==> src/rtl/clk_div_ctrl_if.sv <==
// Ratio-request handshake between a requester and the divider sequencing controller.
interface clk_div_ctrl_if #(parameter int SEL_W = 3);
    logic             cfg_valid;
    logic             cfg_ready;
    logic [SEL_W-1:0] cfg_sel;

    modport master (output cfg_valid, output cfg_sel, input  cfg_ready);
    modport slave  (input  cfg_valid, input  cfg_sel, output cfg_ready);
endinterface

==> src/rtl/clk_div_ctrl.sv <==
// Glitch-safe ratio change sequencer for the HBWIF divide-by-N slices:
// gate, drain, reset divider with new select, settle, ungate.
//
// state  | meaning
// IDLE   | clock running, requests accepted
// DRAIN  | clock gated, waiting for downstream to empty
// RST    | divider held in reset, new select applied
// SETTLE | reset released, clock still gated
module clk_div_ctrl #(
    parameter int SEL_W         = 3,
    parameter int NUM_SEL       = 5,
    parameter int DEFAULT_SEL   = 0,
    parameter int DRAIN_CYCLES  = 8,
    parameter int RST_CYCLES    = 4,
    parameter int SETTLE_CYCLES = 16,
    parameter int CNT_W         = 8
) (
    input  logic             clk_in,
    input  logic             rst_n,
    clk_div_ctrl_if.slave    cfg,
    input  logic             resync,
    output logic [SEL_W-1:0] div_sel,
    output logic             div_rst,
    output logic             clk_en,
    output logic             busy,
    output logic             done,
    output logic             err
);

    localparam logic [1:0] ST_IDLE   = 2'd0;
    localparam logic [1:0] ST_DRAIN  = 2'd1;
    localparam logic [1:0] ST_RST    = 2'd2;
    localparam logic [1:0] ST_SETTLE = 2'd3;

    localparam logic [CNT_W-1:0] DRAIN_LAST  = CNT_W'(DRAIN_CYCLES - 1);
    localparam logic [CNT_W-1:0] RST_LAST    = CNT_W'(RST_CYCLES - 1);
    localparam logic [CNT_W-1:0] SETTLE_LAST = CNT_W'(SETTLE_CYCLES - 1);
    localparam logic [SEL_W:0]   NUM_SEL_V   = (SEL_W + 1)'(NUM_SEL);
    localparam logic [SEL_W-1:0] DEF_SEL_V   = SEL_W'(DEFAULT_SEL);

    logic [1:0]       state;
    logic [CNT_W-1:0] cnt;
    logic [SEL_W-1:0] pend_sel;
    logic             sel_illegal;

    assign busy          = (state != ST_IDLE);
    assign cfg.cfg_ready = (state == ST_IDLE) && !resync;
    assign sel_illegal   = ({1'b0, cfg.cfg_sel} >= NUM_SEL_V);

    // Reset lands in RST so power-up runs RST then SETTLE without a DRAIN phase.
    always_ff @(posedge clk_in or negedge rst_n) begin
        if (!rst_n) begin
            state    <= ST_RST;
            cnt      <= '0;
            pend_sel <= DEF_SEL_V;
            div_sel  <= DEF_SEL_V;
            div_rst  <= 1'b1;
            clk_en   <= 1'b0;
            done     <= 1'b0;
            err      <= 1'b0;
        end else begin
            done <= 1'b0;
            err  <= 1'b0;
            if (resync) begin
                state   <= ST_DRAIN;
                cnt     <= '0;
                div_rst <= 1'b0;
                clk_en  <= 1'b0;
                if (state == ST_IDLE) begin
                    pend_sel <= div_sel;
                end
            end else begin
                case (state)
                    ST_IDLE: begin
                        if (cfg.cfg_valid) begin
                            if (sel_illegal) begin
                                err <= 1'b1;
                            end else if (cfg.cfg_sel == div_sel) begin
                                done <= 1'b1;
                            end else begin
                                pend_sel <= cfg.cfg_sel;
                                state    <= ST_DRAIN;
                                cnt      <= '0;
                                clk_en   <= 1'b0;
                            end
                        end
                    end
                    ST_DRAIN: begin
                        if (cnt == DRAIN_LAST) begin
                            state   <= ST_RST;
                            cnt     <= '0;
                            div_rst <= 1'b1;
                            div_sel <= pend_sel;
                        end else begin
                            cnt <= cnt + CNT_W'(1);
                        end
                    end
                    ST_RST: begin
                        if (cnt == RST_LAST) begin
                            state   <= ST_SETTLE;
                            cnt     <= '0;
                            div_rst <= 1'b0;
                        end else begin
                            cnt <= cnt + CNT_W'(1);
                        end
                    end
                    default: begin
                        if (cnt == SETTLE_LAST) begin
                            state  <= ST_IDLE;
                            cnt    <= '0;
                            clk_en <= 1'b1;
                            done   <= 1'b1;
                        end else begin
                            cnt <= cnt + CNT_W'(1);
                        end
                    end
                endcase
            end
        end
    end

endmodule

==> src/flat_wrapper.sv <==
// flat-port wrapper written by rule: the top's interface ports become plain ports
module clk_div_ctrl_flat 
#(
    parameter int SEL_W         = 3,
    parameter int NUM_SEL       = 5,
    parameter int DEFAULT_SEL   = 0,
    parameter int DRAIN_CYCLES  = 8,
    parameter int RST_CYCLES    = 4,
    parameter int SETTLE_CYCLES = 16,
    parameter int CNT_W         = 8
)
  (clk_in, rst_n, resync, div_sel, div_rst, clk_en, busy, done, err, cfg_cfg_valid, cfg_cfg_sel, cfg_cfg_ready);
  clk_div_ctrl_if #(.SEL_W(SEL_W)) cfg_i ();
  input  logic clk_in;
  input  logic rst_n;
  input  logic resync;
  output logic [SEL_W-1:0] div_sel;
  output logic div_rst;
  output logic clk_en;
  output logic busy;
  output logic done;
  output logic err;
  input wire logic [$bits(cfg_i.cfg_valid)-1:0] cfg_cfg_valid;
  input wire logic [$bits(cfg_i.cfg_sel)-1:0] cfg_cfg_sel;
  output wire logic [$bits(cfg_i.cfg_ready)-1:0] cfg_cfg_ready;
  assign cfg_i.cfg_valid = cfg_cfg_valid;
  assign cfg_i.cfg_sel = cfg_cfg_sel;
  assign cfg_cfg_ready = cfg_i.cfg_ready;
  clk_div_ctrl #(.SEL_W(SEL_W), .NUM_SEL(NUM_SEL), .DEFAULT_SEL(DEFAULT_SEL), .DRAIN_CYCLES(DRAIN_CYCLES), .RST_CYCLES(RST_CYCLES), .SETTLE_CYCLES(SETTLE_CYCLES), .CNT_W(CNT_W)) u_core (.clk_in(clk_in), .rst_n(rst_n), .cfg(cfg_i), .resync(resync), .div_sel(div_sel), .div_rst(div_rst), .clk_en(clk_en), .busy(busy), .done(done), .err(err));
endmodule
==> config.mk <==
export PLATFORM = sky130hd
export DESIGN_NAME = clk_div_ctrl_flat
export DESIGN_NICKNAME = d
export VERILOG_FILES = /design/src/rtl/clk_div_ctrl_if.sv /design/src/rtl/clk_div_ctrl.sv /design/src/flat_wrapper.sv
export SDC_FILE = /design/constraint.sdc
export NUM_CORES = 1
export LEC_CHECK = 0
export BUFFER_PORTS_ARGS = -buffer_cell sky130_fd_sc_hd__buf_2
export CAP_MARGIN = 20
export CELL_PAD_IN_SITES_DETAIL_PLACEMENT = 1
export CELL_PAD_IN_SITES_GLOBAL_PLACEMENT = 1
export CORE_MARGIN = 4
export CORE_UTILIZATION = 42
export DETAILED_ROUTE_END_ITERATION = 10
export PLACE_DENSITY = 0.83
export SLEW_MARGIN = 0
export SYNTH_ARGS = -nofsm -noshare
export SYNTH_HDL_FRONTEND = slang
export SYNTH_SLANG_ARGS = --single-unit
export TNS_END_PERCENT = 50
==> constraint.sdc <==
create_clock -name clk_in -period 2.35 [get_ports clk_in]
set_input_delay 0 -clock clk_in [delete_from_list [all_inputs] [get_ports clk_in]]
set_output_delay 0 -clock clk_in [all_outputs]
set_load 0.01 [all_outputs]
---- After elaboration in Yosys (flattened, before gate mapping) ----
Index checks and enable logic that the tools add are counted.
word-level totals
  flip-flop bits (word level) ............. 20
  input port bits ......................... 7
  output and inout port bits .............. 9
  logic and storage cells ................. 82
operators by class
  add/sub/neg operators ................... 1
  $lt $le $gt $ge ......................... 1
  eq/ne operators ......................... 14
  mux-type cells .......................... 42
  bitwise operators ....................... 1
  reduce and logical (&&, ||, !) cells .... 15
operators with widths
  kind                   count
  $mux W8                7
  $pmux W8 S3            1
  $mux W3                6
  $mux W1                17
  $mux W2                7
  $ne A3 B3 Y1 const B   3
  $reduce_and A3 Y1      3
  $add A8 B1 Y8 const B  1
  $eq A8 B2 Y1 const B   1
  $eq A8 B3 Y1 const B   1
  $eq A8 B4 Y1 const B   1
  $ne A3 B2 Y1 const B   2
  $pmux W1 S2            3
  $pmux W2 S3            1
  $reduce_and A6 Y1      1
  $reduce_bool A3 Y1     2
  $reduce_and A5 Y1      1
  $reduce_bool A5 Y1     1
  $ne A2 B2 Y1 const B   2
  $reduce_and A4 Y1      1
  $reduce_bool A2 Y1     2
  $eq A3 B3 Y1           1
  $ge A3 B3 Y1 const B   1
  $eq A2 B1 Y1 const B   1
  other kinds (7)        7

---- Longest topological paths before layout ----
Gate-level depths: netlist (run 1).
  depth in word-level cells ............... 6
  mapped depth ............................ 8
  depth with buffers taken out ............ 7

---- Worst setup path after synthesis (run 1) ----
Ideal clock, no wire load.
  kind .................................... reg-to-reg
  start point ............................. register u_core.cnt[5]
  end point ............................... register u_core.state[1]
  library setup time ...................... 75 ps
  arrival time ............................ 1773 ps
  data required time ...................... 2275 ps
  slack ................................... 502 ps
  stages on the path, launching flop included .. 7
  path buffers ............................ 1
  clock period less this slack ............ 1848 ps
  cell sequence ........................... dfrtp_1 -> or4_4 -> buf_6 -> o311ai_4 -> o21ai_2 -> a21oi_2 -> mux2i_1
on the way
  longest elaborated chain between the ends .. 3
  elaborated cells on any way between the ends .. 7
  those cells by class .................... eq/ne: 5; reduce/logical: 2
ends and longest elaborated chain
  what                                                          RTL line             text
  start: declaration                                            clk_div_ctrl.sv:42   logic [CNT_W-1:0] cnt;
  start signal: assignment                                      clk_div_ctrl.sv:95   cnt <= cnt + CNT_W'(1);
  start signal: assignment                                      clk_div_ctrl.sv:104  cnt <= cnt + CNT_W'(1);
  start signal: assignment                                      clk_div_ctrl.sv:114  cnt <= cnt + CNT_W'(1);
  $eq A8 B2 Y1 (tied with other cells)                          clk_div_ctrl.sv:99   if (cnt == RST_LAST) begin
  $ne A3 B2 Y1 (no line) or $reduce_bool A5 Y1 (tied branches)  -
  $reduce_and A6 Y1 (no line) (*)                               -
  end signal: assignment                                        clk_div_ctrl.sv:90   state <= ST_RST;
  end signal: assignment                                        clk_div_ctrl.sv:100  state <= ST_SETTLE;
  end signal: assignment                                        clk_div_ctrl.sv:109  state <= ST_IDLE;
  end: declaration                                              clk_div_ctrl.sv:41   logic [1:0] state;
Every way passes the cells marked *; elsewhere a longest branch is shown, timed or not.
A chain may end at the register's enable or synchronous reset.

---- Worst setup path in the final report (run 1) ----
  start point ............................. register u_core.state[1]
  end point ............................... register u_core.cnt[4]
on the way
  longest elaborated chain between the ends .. 3
  elaborated cells on any way between the ends .. 9
  those cells by class .................... eq/ne: 5; mux: 2; reduce/logical: 2
ends and longest elaborated chain
  what                                          RTL line            text
  start signal: assignment                      clk_div_ctrl.sv:53  state <= ST_RST;
  start signal: assignment                      clk_div_ctrl.sv:65  state <= ST_DRAIN;
  start signal: assignment                      clk_div_ctrl.sv:82  state <= ST_DRAIN;
  $eq A2 B2 Y1 (tied with other cells)          clk_div_ctrl.sv:73  case (state)
  $pmux W8 S3 or $ne A3 B3 Y1 (tied branches)   -
  $mux W8 or $reduce_and A3 Y1 (tied branches)  -
Several ways; a longest one is shown, not always the timed one.

==> results.toml, run 1 <==
[cts]
clockBufferDepth = 2
cts_made_buffers = 3
cts_tree = "done"
htree_levels = 1
cts_num_sinks = 20
cts_setup_buffers = 0
cts-root-buf = "clkbuf_4"
clk_pin_slew_ns = 0.12
insertion_delay_ns = 0.30

[final_layout]
antenna_cells = 0
final_nets = 167
final_cell_count_no_fill = 185
stdcell_area_um2 = 1400
fillers = 355
area_delta_synth_final_pct = 12.4
fin_util_pct = 50.0
drive_above_1_share_pct = 27.3

[power_and_ir_drop]
p_per_area_nw_per_um2 = 877
p_leak_uw = 0.000633
max-vdd-ir-drop_mv = 0.304

[global_routing]
grt_max_degree = 21
grt_pass1_vias = 1220
grt_usage_pct = 18.4
grt_first_pass_wirelength_um = 5860
antenna_found_initial = 0
grt_overflow = 0

[placement]
port_buffers = 15
gp_congestion = 0.805
dpl.cell_count = 180
place_area_um2 = 1360
hpwl_um = 2530

[sta]
finalHoldViolCount = 0
finalSetupViolCount = 0
tightest_slew_ns = 0.694
setup_tns_ns = 0
fmax_ghz = 0.454
fin_skew_ns = 0.00634
maxSlewHeadroom_pct = 53.4
min_period_ns = 2.20
finalMaxSlewViolations = 0
timing.final.crit_share_pct = 93.8
rsz0062_at_grt = "no"

[logic_synthesis]
synth_seq_cells = 20
synth_cell_types = 33
ys_seq_area_share_pct = 40.3
synth_nets = 148
yosysMostFrequentCell = "dfrtp_1"
syn_inst = 136
synth_top_area_share_pct = 36.1
avgSynthCellArea_um2 = 9.18
synth_commonest_cells = "dfrtp_1 (18), nand2_1 (11), a21oi_1 (10), o21ai_0 (10)"
yosys_warnings = 0
synth_edf_count = 0
ys_top_cells_by_area = "dfrtp_1 (36%), ha_1 (5.0%), dfstp_2 (4.2%)"
synth_ff_type = "dfrtp_1"
synth_top_area_cell = "dfrtp_1"
netlist_area_um2 = 1250
ys_async_sr_fraction_pct = 100

[job]
max_cap_violations = 0

[routing]
antenna_left = 0
num_vias = 1095
drt_iter0_drc = 39
route.detailed.wl_per_inst_um = 17.5
route.detailed.drc = 0
via_per_inst = 5.92
dr.pass1.iters = 4
finalWirelength_um = 3240

[critical_path]
arrival_ns = 2.43
endpoint_kind = "flip-flop"
required_ns = 2.58
startpoint_type = "flip-flop"
worst-path-max-fanout = 6
worstSetupPathType = "reg2reg"

[worst_hold_path]
hp-class = "in2reg"

[die]
die_w_um = 62.5
dieArea_um2 = 3910
start_util_pct = 44.5
rows = 19
core-area_um2 = 2810
io_pins = 16
die_h_um = 62.5

[outcome]
status = "finished clean"
## final timing paths
kind	start	endpoint	slack (ns)	cells past startpoint
min reg2reg	u_core.cnt[0]	u_core.cnt[0]	0.53	1
max	u_core.state[1]	u_core.cnt[4]	0.15	6
min	resync	u_core.done	0.02	2
max reg2reg	u_core.state[1]	u_core.cnt[4]	0.15	6
max in group asynchronous	rst_n	u_core.state[1]	1.84	2
min in group asynchronous	rst_n	u_core.done	0.16	2
## layout by cell type, fill, tap and decap left out, types with 2 or more instances in the layout
master / n
o21ai_0: 10
mux2_2: 4
inv_1: 9
nor2_1: 9
o211ai_1: 3
nand2_1: 11
o21ai_1: 2
buf_2: 15
buf_4: 3
ha_1: 5
o21ai_2: 2
clkbuf_4: 3
or2_2: 5
dfstp_2: 2
nor4_2: 2
nor3_1: 4
o22ai_1: 7
xnor2_1: 3
or3_1: 2
a21oi_1: 10
dfrtp_1: 18
nand2b_1: 2
o21a_1: 2
nand3_1: 9
and3_1: 2
## layer usage
layer  GRT usage, %  vias to the layer above  wire, um
met5              0                        -         0
li1               -                      526         -
met1           22.2                      553      1450
met4           6.61                        0        42
met3           2.34                        4        63
met2           33.3                       12      1690
## power breakdown
group	leakage, uW	internal, uW	switching [uW]	total (uW)
Combinational	0.000349	223	329	552
Clock	0.0000210	94.4	108	202
Sequential	0.000264	421	56.3	477
Total	0.000633	738	493	1230
## per-stage QoR
stage / hold WS (ns) / worst slack [ns] / power [uW]
2_1_floorplan: -0.296 / 0.502 / 872
3_3_place_gp: -0.0268 / 0.296 / 1000
3_5_place_dp: -0.0202 / 0.171 / 1040
4_1_cts: 0.00433 / 0.137 / 1250
5_1_grt: 0.000267 / 0.0362 / 1340
6_report: 0.0163 / 0.145 / 1230
## sequential cells by signal, indices dropped and copies added, names as in the netlist
| register | flops |
|---|---|
| u_core.cnt | 8 |
| u_core.div_sel | 3 |
| u_core.pend_sel | 3 |
| u_core.state | 2 |
| u_core.clk_en | 1 |
| u_core.div_rst | 1 |
| u_core.done | 1 |
| u_core.err | 1 |
## area by class of cell
| type | count | area, um^2 | share of cell area [%] |
|---|---|---|---|
| clock buffers | 4 | 36.3 | 2.58 |
| inverters | 9 | 33.8 | 2.41 |
| multi-input cells | 102 | 684 | 48.8 |
| flip-flops and latches | 20 | 503 | 35.8 |
| well taps | 31 | 38.8 | 2.76 |
| repair buffers | 19 | 108 | 7.66 |
## worst max-delay path: stages (launching register included)
cell	delay (ns)
dfstp_2	0.56
ha_1	0.24
or2_2	0.17
nor2_1	0.08
nor4_2	0.64
o21ai_2	0.22
o211ai_1	0.22
## cells by family after synthesis
logic type / synth area share (%)
AOI/OAI and AO/OA: 22.6
xor gates and xnor gates: 2.10
adders and majority gates: 5.01
buffers and inverters: 4.91
DFF: 40.3
muxes: 4.41
and+or+nand+nor: 20.6
## what timing repair did
action | in CTS | in global routing
resized for setup | 0 | 0
hold endpoints to repair | 20 | 0
endpoints found under the setup margin | 0 | 0
hold buffers | 1 | 0
(Power assumes the default switching activity.)
==> run 2: changes to the inputs <==
--- a/config.mk
+++ b/config.mk
@@ -9,6 +9,7 @@
 export CAP_MARGIN = 20
 export CELL_PAD_IN_SITES_DETAIL_PLACEMENT = 1
 export CELL_PAD_IN_SITES_GLOBAL_PLACEMENT = 1
+export CORE_ASPECT_RATIO = 0.8
 export CORE_MARGIN = 4
 export CORE_UTILIZATION = 42
 export DETAILED_ROUTE_END_ITERATION = 10
==> results.toml, run 2 (synthesis results as in run 1) <==
[global_routing]
grt_max_degree = 21
grt_pass1_vias = 1173
grt_overflow = 0
grt_first_pass_wirelength_um = 5890
antenna_found_initial = 0
grt_usage_pct = 20.3

[cts]
htree_levels = 1
cts_num_sinks = 20
cts_tree = "done"
ctsResizeCount = 0
clk_pin_slew_ns = 0.08
cts-root-buf = "clkbuf_8"
cts_made_buffers = 3
insertion_delay_ns = 0.26
clockBufferDepth = 2

[final_layout]
final_nets = 168
drive_above_1_share_pct = 27.7
final_common_cell = "dfrtp_1"
top_regs = "u_core.cnt x8, u_core.div_sel x3, u_core.pend_sel x3"
final_cell_count_no_fill = 193
area_delta_synth_final_pct = 16.5
multi_input_area_um2 = 684
stdcell_area_um2 = 1460
seq_area_um2 = 503
fillers = 349
top_register = "u_core.cnt"
final_cell_mix = "dfrtp_1 (18), buf_2 (15), nand2_1 (11)"
largest_register_ffs = 8
antenna_cells = 0

[critical_path]
endpoint_kind = "flip-flop"
ff2ff_setup_slack_ns = 0.12
worstSetupPathType = "reg2reg"
setup.worst_path.start = "u_core.state[1]"
startpoint_type = "flip-flop"
worst-path-max-fanout = 6
required_ns = 2.52
arrival_ns = 2.40
regToRegStartpoint = "u_core.state[1]"

[power_and_ir_drop]
max-vdd-ir-drop_mv = 0.535
internal-power_uw = 879
power.total_uw = 1410
seq_power_share_pct = 34.3
p_sw_uw = 526
p_leak_uw = 0.000653
p_clk_share_pct = 24.5
p_per_area_nw_per_um2 = 966
combPwrFrac_pct = 41.2
p_sw_share_pct = 37.4

[die]
die_w_um = 69.0
core-area_um2 = 2810
io_pins = 16
start_util_pct = 44.5
rows = 17
dieArea_um2 = 3910
die_h_um = 56.8

[sta]
fmax_ghz = 0.448
tightest_slew_ns = 0.634
min_period_ns = 2.23
finalSetupViolCount = 0
finalHoldViolCount = 0
timing.final.crit_share_pct = 95.0
fin_skew_ns = 0.00293
finalMaxSlewViolations = 0
setup_tns_ns = 0
rsz0062_at_grt = "no"
maxSlewHeadroom_pct = 57.4

[routing]
via_per_inst = 5.69
antenna_left = 0
route.detailed.wl_per_inst_um = 18.0
drt_iter0_drc = 42
finalWirelength_um = 3470
route.detailed.drc = 0
dr.pass1.iters = 4
num_vias = 1098

[outcome]
status = "finished clean"

[placement]
dpl.cell_count = 188
hpwl_um = 2650
port_buffers = 15
gp_congestion = 0.792
place_area_um2 = 1370

[job]
max_cap_violations = 0

[worst_hold_path]
hp-class = "in2reg"
min_from = "cfg_cfg_valid"
==> run 2: cell count changes in the layout (fill, tap and decap cells not counted) <==
cell | before | now
clkbuf_8 | 1 | 3
buf_4 | 3 | 4
bufinv_16 | 0 | 1
clkbuf_4 | 3 | 0
==> run 2: path summary, 6_finish.rpt <==
check | endpoint | depth (start not counted)
min in group asynchronous | u_core.clk_en | 2
max in group asynchronous | u_core.div_rst | 2
min | u_core.err | 3
min reg2reg | u_core.cnt[0] | 1
max reg2reg | u_core.cnt[4] | 6
max | u_core.cnt[4] | 6
==> run 2: power by group through the flow <==
stage	combinational (uW)	clock (uW)	sequential, uW
after global placement	528	0	477
after detailed placement	566	0	482
final	579	344	482
after floorplan	400	0	472
after global routing	638	372	490
after CTS	578	354	480
==> run 2: worst max-delay path, cell delays in order (launching register included) <==
cell and delay, ns:
dfstp_2 0.57, ha_1 0.25, or2_2 0.18, nor2_1 0.08
nor4_2 0.60, o21ai_2 0.20, o211ai_1 0.26
==> run 2: what timing repair did <==
action                                 in CTS  in global routing
buffers inserted                            0                  0
setup endpoints to repair                   0                  0
hold buffers                                1                  0
endpoints found under the hold margin      18                  0
==> run 2: layout make-up <==
class	instances	area share (%)
multi-input cells	102	47.0
flip-flops and latches	20	34.6
repair buffers	20	7.91
well taps	38	3.27
clock buffers	3	2.84
inverters	9	2.32
clock inverters	1	2.06
==> run 2: metrics by stage <==
| step | hold slack [ns] | setup WS, ns | util, % |
|---|---|---|---|
| floorplan | -0.296 | 0.502 | - |
| global placement | -0.0195 | 0.379 | 48.9 |
| detailed placement | -0.0216 | 0.192 | 48.9 |
| CTS | 0.0563 | 0.116 | 51.8 |
| global route | 0.0670 | 0.0484 | 51.8 |
| finish | 0.0649 | 0.118 | 51.8 |
==> run 2: metal layers <==
metal  wire length, um  track usage (%)  up-vias
met5                 0                0        -
met4                65             5.56        0
met3                97             5.20       10
met2              1780             34.5       22
met1              1530             24.9      538
li1                  -                -      528
